`config.mk`:
```
export PLATFORM = sky130hd
export DESIGN_NAME = imm_gen_pipe
export DESIGN_NICKNAME = d
export VERILOG_FILES = /design/src/rtl/riscv_pkg.sv /design/src/rtl/imm_ext_comb.sv /design/src/rtl/imm_gen_pipe.sv
export SDC_FILE = /design/constraint.sdc
export NUM_CORES = 1
export LEC_CHECK = 0
export ABC_AREA = 1
export CAP_MARGIN = 20
export CORE_MARGIN = 2
export CORE_UTILIZATION = 52
export DETAILED_ROUTE_END_ITERATION = 7
export GPL_ROUTABILITY_DRIVEN = 0
export PLACE_DENSITY = 0.95
export SLEW_MARGIN = 20
export SYNTH_ARGS = -nofsm -noshare
export SYNTH_HDL_FRONTEND = slang
export SYNTH_HIERARCHICAL = 1
export SYNTH_SLANG_ARGS = --single-unit
export TNS_END_PERCENT = 20
```
`constraint.sdc`:
```
create_clock -name clk -period 3.08 [get_ports clk]
set_input_delay 0.616 -clock clk [delete_from_list [all_inputs] [get_ports clk]]
set_output_delay 0.616 -clock clk [all_outputs]
set_load 0.1 [all_outputs]
```
`src/rtl/riscv_pkg.sv`:
```
// Shared RISC-V decode constants: immediate-format selects and datapath widths.
package riscv_pkg;

    localparam int XLEN_32 = 32;
    localparam int XLEN_64 = 64;

    localparam logic [2:0] IMM_I   = 3'b000;
    localparam logic [2:0] IMM_S   = 3'b001;
    localparam logic [2:0] IMM_B   = 3'b010;
    localparam logic [2:0] IMM_J   = 3'b011;
    localparam logic [2:0] IMM_U   = 3'b100;
    localparam logic [2:0] IMM_Z   = 3'b101;
    localparam logic [2:0] IMM_SH  = 3'b110;
    localparam logic [2:0] IMM_RSV = 3'b111;

endpackage

```
`src/rtl/imm_ext_comb.sv`:
```
// Combinational immediate extractor/extender for all base-ISA formats,
// CSR zimm and shift amounts; flags reserved selects and illegal RV32 shamts.
module imm_ext_comb
    import riscv_pkg::*;
#(
    parameter int XLEN = XLEN_32
) (
    input  logic [31:0]     instr,
    input  logic [2:0]      immsrc,
    output logic [XLEN-1:0] imm,
    output logic            err
);

    logic [31:0] raw_s;
    logic        sext_s;
    logic        unused_opcode_s;

    assign unused_opcode_s = ^instr[6:0];

    // Build a 32-bit field image, then widen it signed or unsigned to XLEN
    always_comb begin
        raw_s  = 32'd0;
        sext_s = 1'b0;
        err    = 1'b0;
        case (immsrc)
            IMM_I: begin
                raw_s  = {{20{instr[31]}}, instr[31:20]};
                sext_s = 1'b1;
            end
            IMM_S: begin
                raw_s  = {{20{instr[31]}}, instr[31:25], instr[11:7]};
                sext_s = 1'b1;
            end
            IMM_B: begin
                raw_s  = {{19{instr[31]}}, instr[31], instr[7], instr[30:25], instr[11:8], 1'b0};
                sext_s = 1'b1;
            end
            IMM_J: begin
                raw_s  = {{11{instr[31]}}, instr[31], instr[19:12], instr[20], instr[30:21], 1'b0};
                sext_s = 1'b1;
            end
            IMM_U: begin
                raw_s  = {instr[31:12], 12'd0};
                sext_s = 1'b1;
            end
            IMM_Z: begin
                raw_s = {27'd0, instr[19:15]};
            end
            IMM_SH: begin
                // RV32 still returns the 5-bit shamt but flags a set bit 25
                if (XLEN == XLEN_64) begin
                    raw_s = {26'd0, instr[25:20]};
                end else begin
                    raw_s = {27'd0, instr[24:20]};
                    err   = instr[25];
                end
            end
            IMM_RSV: begin
                err = 1'b1;
            end
            default: begin
                err = 1'b1;
            end
        endcase

        if (sext_s) begin
            imm = XLEN'($signed(raw_s));
        end else begin
            imm = XLEN'(raw_s);
        end
    end

endmodule

```
`src/rtl/imm_gen_pipe.sv`:
```
// Two-stage elastic immediate generator: S1 captures the instruction, S2 holds
// the extended result; valid/ready on both sides with a pass-through tag.
module imm_gen_pipe
    import riscv_pkg::*;
#(
    parameter int XLEN  = XLEN_32,
    parameter int TAG_W = 5
) (
    input  logic             clk,
    input  logic             rst_n,
    input  logic             in_valid,
    output logic             in_ready,
    input  logic [31:0]      instr,
    input  logic [2:0]       immsrc,
    input  logic [TAG_W-1:0] in_tag,
    output logic             out_valid,
    input  logic             out_ready,
    output logic [XLEN-1:0]  imm,
    output logic [TAG_W-1:0] out_tag,
    output logic             out_err
);

    logic             s1_valid_r;
    logic [31:0]      s1_instr_r;
    logic [2:0]       s1_immsrc_r;
    logic [TAG_W-1:0] s1_tag_r;

    logic             s2_valid_r;
    logic [XLEN-1:0]  s2_imm_r;
    logic [TAG_W-1:0] s2_tag_r;
    logic             s2_err_r;

    logic             s1_adv_s;
    logic             s2_adv_s;
    logic [XLEN-1:0]  ext_imm_s;
    logic             ext_err_s;

    // A stage may advance when it is empty or its downstream is advancing
    assign s2_adv_s = !s2_valid_r || out_ready;
    assign s1_adv_s = !s1_valid_r || s2_adv_s;
    assign in_ready = s1_adv_s;

    imm_ext_comb #(
        .XLEN (XLEN)
    ) u_ext (
        .instr  (s1_instr_r),
        .immsrc (s1_immsrc_r),
        .imm    (ext_imm_s),
        .err    (ext_err_s)
    );

    // S1 occupancy
    always_ff @(posedge clk or negedge rst_n) begin
        if (!rst_n) begin
            s1_valid_r <= 1'b0;
        end else if (s1_adv_s) begin
            s1_valid_r <= in_valid;
        end
    end

    // S1 payload; only meaningful while s1_valid_r is set
    always_ff @(posedge clk) begin
        if (s1_adv_s && in_valid) begin
            s1_instr_r  <= instr;
            s1_immsrc_r <= immsrc;
            s1_tag_r    <= in_tag;
        end
    end

    // S2 result registers drive the outputs directly, so they reset to zero
    always_ff @(posedge clk or negedge rst_n) begin
        if (!rst_n) begin
            s2_valid_r <= 1'b0;
            s2_imm_r   <= {XLEN{1'b0}};
            s2_tag_r   <= {TAG_W{1'b0}};
            s2_err_r   <= 1'b0;
        end else if (s2_adv_s) begin
            s2_valid_r <= s1_valid_r;
            if (s1_valid_r) begin
                s2_imm_r <= ext_imm_s;
                s2_tag_r <= s1_tag_r;
                s2_err_r <= ext_err_s;
            end
        end
    end

    assign out_valid = s2_valid_r;
    assign imm       = s2_imm_r;
    assign out_tag   = s2_tag_r;
    assign out_err   = s2_err_r;

endmodule

```
# After elaboration in Yosys (flattened, before gate mapping)
# Index checks and enable logic that the tools add are counted.
# classes
n_mux	2
eq_ne	7
reduce_logical	7
# ops
op	count
$pmux W32 S7	1
$eq A3 B3 Y1 const B	4
$eq A3 B2 Y1 const B	2
$eq A3 B1 Y1 const B	1
$logic_not A3 Y1	1
$logic_not A1 Y1	2
$logic_or A1 B1 Y1	2
$pmux W1 S2	1
$reduce_and A2 Y1	1
$logic_and A1 B1 Y1	1
# word_totals
in_bits	44
reg_bits	80
output_inout_bits	40
word_cells	24

# Longest topological paths before layout
# Gate-level depths: netlist (run 1).
# logic_depth
depth_word	4
mapped_depth	7
ltp_nobuf	7

# Hierarchy
# Netlist (run 1), hierarchy kept.
# by_module_without_submodules
module	instances	cells_each	area_each_um2
imm_gen_pipe	1	214	2785.2
imm_ext_comb	1	88	406.6

# Worst setup path after synthesis (run 1)
# Ideal clock, no wire load.
# synth_path
path_type	register to register
from	register s2_valid_r, in the netlist out_valid
to	register s1_immsrc_r[0], enable pin
setup_ns	0.438
period_less_slack_ns	3.207
slack_ns	-0.127
t_required_ns	2.642
stages_incl_launch_ff	4
t_arrival_ns	2.769
path_cell_list	dfrtp_1 nand3_1 nand2_1 inv_1
# synth_via
elab_chain_len	4
# synth_rtl
element	line	source
from (decl)	imm_gen_pipe.sv:28	logic s2_valid_r;
from (signal assigned)	imm_gen_pipe.sv:78	s2_valid_r <= s1_valid_r;
$logic_not A1 Y1	imm_gen_pipe.sv:39	assign s2_adv_s = !s2_valid_r || out_ready;
$logic_or A1 B1 Y1	imm_gen_pipe.sv:39	
$logic_or A1 B1 Y1	imm_gen_pipe.sv:40	assign s1_adv_s = !s1_valid_r || s2_adv_s;
via in_ready	imm_gen_pipe.sv:12	output logic in_ready,
$logic_and A1 B1 Y1	imm_gen_pipe.sv:63	if (s1_adv_s && in_valid) begin
to (signal assigned)	imm_gen_pipe.sv:65	s1_immsrc_r <= immsrc;
to (decl)	imm_gen_pipe.sv:25	logic [2:0] s1_immsrc_r;
# The timed path passes the listed nets, and every way through them passes these cells.
# A chain may end at the register's enable or synchronous reset.

# Final worst setup path (run 1)
# layout_path
from	input port out_ready
to	output port in_ready
# layout_via
elab_chain_len	2
# layout_rtl
element	line	source
from (decl)	imm_gen_pipe.sv:17	input logic out_ready,
$logic_or A1 B1 Y1	imm_gen_pipe.sv:39	
$logic_or A1 B1 Y1	imm_gen_pipe.sv:40	
to (decl)	imm_gen_pipe.sv:12	
# Every way passes these cells.

==> results of run 1 <==
layout make-up:
class                           instances  area (um^2)
Inverter                               13         48.8
Tap cell                               72         90.1
Clock buffer                            9          124
Clock inverter                          7         61.3
Timing Repair Buffer                   80          686
Sequential cell                        73         1990
Multi-Input combinational cell        194          858
Fill cell                             399         1650
metal layers:
layer	wire [um]	part of all wire, %	track usage [%]
met1	2590	39	28.8
met2	3320	50	35.1
met3	528	8.0	4.64
met4	144	2.2	12.6
met5	0	0	0
final timing paths:
| kind | from | endpoint | slack [ns] |
|---|---|---|---|
| setup reg to reg | s1_immsrc_r[2] | imm[3] | 1.22 |
| min in group clk | imm[25] | imm[25] | 0.47 |
| max in group asynchronous | rst_n | imm[20] | 2.15 |
| hold / removal | rst_n | imm[27] | 0.39 |
| setup / recovery | out_ready | in_ready | 0.95 |
| hold reg to reg | imm[25] | imm[25] | 0.47 |
through the flow:
step                instance area, um^2  utilization (%)
floorplan                          2990                -
global placement                   3670             66.7
detailed placement                 3670             66.7
CTS                                3860             70.1
global route                       3860             70.1
finish                             3860             70.1
flip-flops by register name, indices dropped and copies added, names as in the netlist:
| signal | cells |
|---|---|
| s1_valid_r | 1 |
| out_tag | 5 |
| s1_immsrc_r | 3 |
| s1_instr_r | 25 |
| out_err | 1 |
| s1_tag_r | 5 |
| out_valid | 1 |
| imm | 32 |
where the power goes:
group | switching (W) | internal [W]
registers | 0.0000955 | 0.00119
logic | 0.00120 | 0.000283
clock network | 0.000333 | 0.000364
==> metrics.yaml, run 1 <==
status: "finished clean"
ff2ff_path_depth: 6
fin_cells: 448
path_class: "in -> out"
slowest_stage: "clkdlybuf4s50_1"
place_ws_ns: 0.955
core-area_mm2: 0.00551
crit_chain: "clkdlybuf4s50_1 -> inv_1 -> nand3_2 -> buf_4"
period_minus_slack_ns: 2.13
cts.hold.buffers_added: 0
worstSkewPairLatency_ns: 0.33
nets: 415
tightest_slew_ns: 0.858
drt-total-wl_mm: 6.58
required_ns: 2.46
slowest_delay_ns: 0.46
syn_nets: 339
cts_sinks: 73
grt_pass1_wl_mm: 10.6
final_cell_mix: "nand2_1 (109), nand3_1 (54), buf_4 (44)"
rsz0062_at_grt: "no"
tns_ns: 0
post_cts_resize_count: 0
netlist_area_mm2: 0.00298
clk_path_buf_depth: 2
grt_pass1_vias: 2289
cp.depth: 4
via_count: 2376
overflow: 0
wl_per_cell_um: 14.7
setup_viol: 0
whs_ns: 0.388
hold_class: "in -> async"
powerDensity_mw_per_mm2: 896
relSlewSlack_pct: 42.8
ant_nets: 0
clk_pin_slew_ns: 0.07
grt_start_max_net_pins: 41
final_hold_viol_count: 0
cts_max_level: 3
diodes: 0
worstSetupStartpointType: "input pin"
syn_area_per_cell_um2: 10.1
dieArea_mm2: 0.00636
die_x_um: 79.7
ys_warn_count: 6
synthCells: 295
cts_buffers: 9
hpwlAfterDp_mm: 4.56
drt_iter0_markers: 324
clockRootBuffer: "clkbuf_8"
firstDrtPassIters: 5
worstPathBufferInverterCount: 3
drive_gt1_share_pct: 18.4
path_max_fanout: 3
final.setup.worst_slack_ns: 0.952
cap_violations: 0
dp.cells: 432
drc_errors: 0
arrival_ns: 1.51
antenna_found_initial: 0
end_kind: "output port"
syn2layout_area_growth_pct: 29.5
boundaryPins: 84
fin_crit_sh_pct: 69.1
cts_tree: "yes"
power_w: 0.00346
viasPerCell: 5.30
critPathTopFamily: "buffers and inverters"
die_y_um: 79.7
portBuffers: 76
leakagePower_nw: 1.86
ir_drop_mv: 0.468
slew_viol_final: 0
fin_skew_ns: 0.00794
postCtsSetupBuffers: 0
initial_core_util_pct: 54.1
max_freq_ghz: 0.470
rows: 27
final_common_cell: "nand2_1"
track_usage_pct: 22.3
Power figures use the tool's default switching activity.
==> run 2: changes to the inputs <==
Settings changed: CORE_UTILIZATION 52 to 44, PLACE_DENSITY 0.95 to 0.87.
Clock period 3.08 ns to 1.8 ns, I/O delays scaled along.
==> run 2 against run 1 <==
  * Sequential share of layout area fell by 6.6 points
  * First-iteration DRC count down 37%
  * Total power rose by 89%
  * Sequential power up 81%
  * Combinational power up 110%
  * Final cell count rose by 2.9%
  * Routed wire length up 5.0%
  * Core utilization down 3.7 points
  * Via count is 0.84% higher
  * Hold slack gained 0.086 ns
  * Setup slack worse by 0.74 ns
  * Count of clock-buffer cells in the layout grew 3
==> metrics.yaml, run 2 (synthesis gave the netlist of run 1 again) <==
rsz0062_at_grt: "no"  # unchanged
portBuffers: 76  # unchanged
slowest_stage: "edfxtp_1"  # was clkdlybuf4s50_1
fin_skew_ns: 0.00964  # was 0.00794 ns
arrival_ns: 1.87  # was 1.51 ns
power_w: 0.00652  # was 0.00346 W
slew_viol_final: 0  # unchanged
die_y_um: 86.3  # was 79.7 um
period_minus_slack_ns: 1.59
required_ns: 2.08  # was 2.46 ns
path_max_fanout: 11  # was 3
hpwlAfterDp_mm: 4.99  # was 4.56 mm
ir_drop_mv: 0.656  # was 0.468 mV
fin_crit_sh_pct: 88.2
grt_pass1_wl_mm: 11.3  # was 10.6 mm
status: "finished clean"  # unchanged
cap_violations: 0  # unchanged
fillers: 481  # was 399
whs_ns: 0.474  # was 0.388 ns
wl_met2_mm: 3.43  # was 3.32 mm
powerDensity_mw_per_mm2: 1470  # was 896 mW/mm^2
overflow: 0  # unchanged
rows: 30  # was 27
final_core_util_pct: 66.4  # was 70.1%
max_freq_ghz: 0.630
final_cell_mix: "nand2_1 (108), nand3_1 (54), buf_12 (42)"  # was nand2_1 (109), nand3_1 (54), buf_4 (44)
boundaryPins: 84  # unchanged
clk_path_buf_depth: 2  # unchanged
final_hold_viol_count: 0  # unchanged
setup_viol: 0  # unchanged
end_kind: "flip-flop"  # was output port
clk_pin_slew_ns: 0.07  # about the same
path_class: "reg -> reg"  # was in -> out
drive_gt1_share_pct: 19.9  # was 18.4%
crit_chain: "inv_2 -> nor3_2 -> nand2_1 -> nand3_1 -> nand3_1 -> nand2_1"  # was clkdlybuf4s50_1 -> inv_1 -> nand3_2 -> buf_4
cts_sinks: 73  # unchanged
leakagePower_nw: 2.03  # was 1.86 nW
syn2layout_area_growth_pct: 48.9  # was 29.5%
viasPerCell: 5.20  # was 5.30
cts_tree: "yes"  # unchanged
drt_iter0_markers: 204  # was 324
highest_layer: "met4"  # unchanged
track_usage_pct: 19.8  # was 22.3%
drt-total-wl_mm: 6.91  # was 6.58 mm
worstPathBufferInverterCount: 1  # was 3
diodes: 0  # unchanged
via_count: 2396  # was 2376
antenna_found_initial: 0  # unchanged
ant_nets: 0  # unchanged
nets: 420  # was 415
critPathTopFamily: "simple AND/OR/NAND/NOR gates"  # was buffers and inverters
wl_met1_mm: 2.75  # was 2.59 mm
worstSkewPairLatency_ns: 0.34  # was 0.33 ns
cts_buffers: 9  # unchanged
grt_pass1_vias: 2420  # was 2289
final_common_cell: "nand2_1"  # unchanged
firstDrtPassIters: 4  # was 5
initial_core_util_pct: 44.6  # was 54.1%
wl_met3_um: 476  # was 528 um
dieArea_mm2: 0.00745  # was 0.00636 mm^2
worstSetupStartpointType: "flip-flop"  # was input pin
post_cts_resize_count: 0  # unchanged
largest_register_ffs: 32  # unchanged
core-area_mm2: 0.00668  # was 0.00551 mm^2
relSlewSlack_pct: 72.2  # was 42.8%
die_x_um: 86.3  # was 79.7 um
cts_max_level: 3  # unchanged
tightest_slew_ns: 0.417  # was 0.858 ns
grt_start_max_net_pins: 40  # was 41
wl_per_cell_um: 15.0  # was 14.7 um
slowest_delay_ns: 0.60  # was 0.46 ns
hold_class: "in -> async"  # unchanged
clockRootBuffer: "clkbuf_8"  # unchanged
drc_errors: 0  # unchanged
run 2: changes by cell type in the layout (fill, tap and decap cells not counted), moves of 2 or more:
cell      change
buf_12       +42
buf_4        -38
clkbuf_1      +2
clkinv_1      -2
run 2: final cells by class:
| class | instances | area [um^2] | area share [%] |
|---|---|---|---|
| Timing Repair Buffer | 85 | 1250 | 28.2 |
| Inverter | 13 | 52.6 | 1.18 |
| Tap cell | 80 | 100 | 2.25 |
| Clock buffer | 12 | 145 | 3.27 |
| Clock inverter | 4 | 21.3 | 0.479 |
| Multi-Input combinational cell | 194 | 873 | 19.7 |
| Sequential cell | 73 | 2000 | 45.0 |
run 2: through the flow:
stage	instance area, um^2	TNS (ns)	setup WS [ns]	cells
2_1_floorplan	3010	-6.91	-0.209	295
3_3_place_gp	4260	0	0.124	444
3_5_place_dp	4260	0	0.107	444
4_1_cts	4440	0	0.235	461
5_1_grt	4440	0	0.0618	461
6_report	4440	0	0.212	461
run 2: path summary, 6_finish.rpt:
check / start / to / slack, ns / depth (start not counted)
min in group clk: s1_tag_r[3] / out_tag[3] / 0.47 / 2
hold reg to reg: s1_tag_r[3] / out_tag[3] / 0.47 / 2
setup / recovery: s1_immsrc_r[2] / imm[0] / 0.21 / 6
max in group asynchronous: rst_n / out_tag[3] / 0.79 / 3
setup reg to reg: s1_immsrc_r[2] / imm[0] / 0.21 / 6
hold / removal: rst_n / imm[10] / 0.47 / 2
run 2: metal layers:
metal / up-vias / track usage [%]
li1: 1155 / -
met1: 1104 / 24.5
met2: 114 / 31.3
met3: 23 / 4.95
met4: 0 / 12.5
met5: - / 0
run 2: power breakdown:
part / leakage, nW / internal [W] / switching (W) / total (W)
clock network: 0.0838 / 0.000529 / 0.000555 / 0.00108
registers: 0.829 / 0.00203 / 0.000283 / 0.00232
logic: 1.12 / 0.00105 / 0.00207 / 0.00312
run 2: worst register-to-register path, stage by stage (launching register included):
cell	delay (ns)
edfxtp_1	0.60
inv_2	0.19
nor3_2	0.34
nand2_1	0.11
nand3_1	0.13
nand3_1	0.09
nand2_1	0.08
run 2: repair_timing:
item                                   4_1_cts  5_1_grt
endpoints found under the hold margin       15        0
hold buffers                                 1        0
buffers inserted                             0        0
==> run 3: changes to the inputs <==
Settings changed: HOLD_SLACK_MARGIN set to 0.12.
==> results of run 3 <==
Final layout, timing and power as in run 2 (identical DEF).
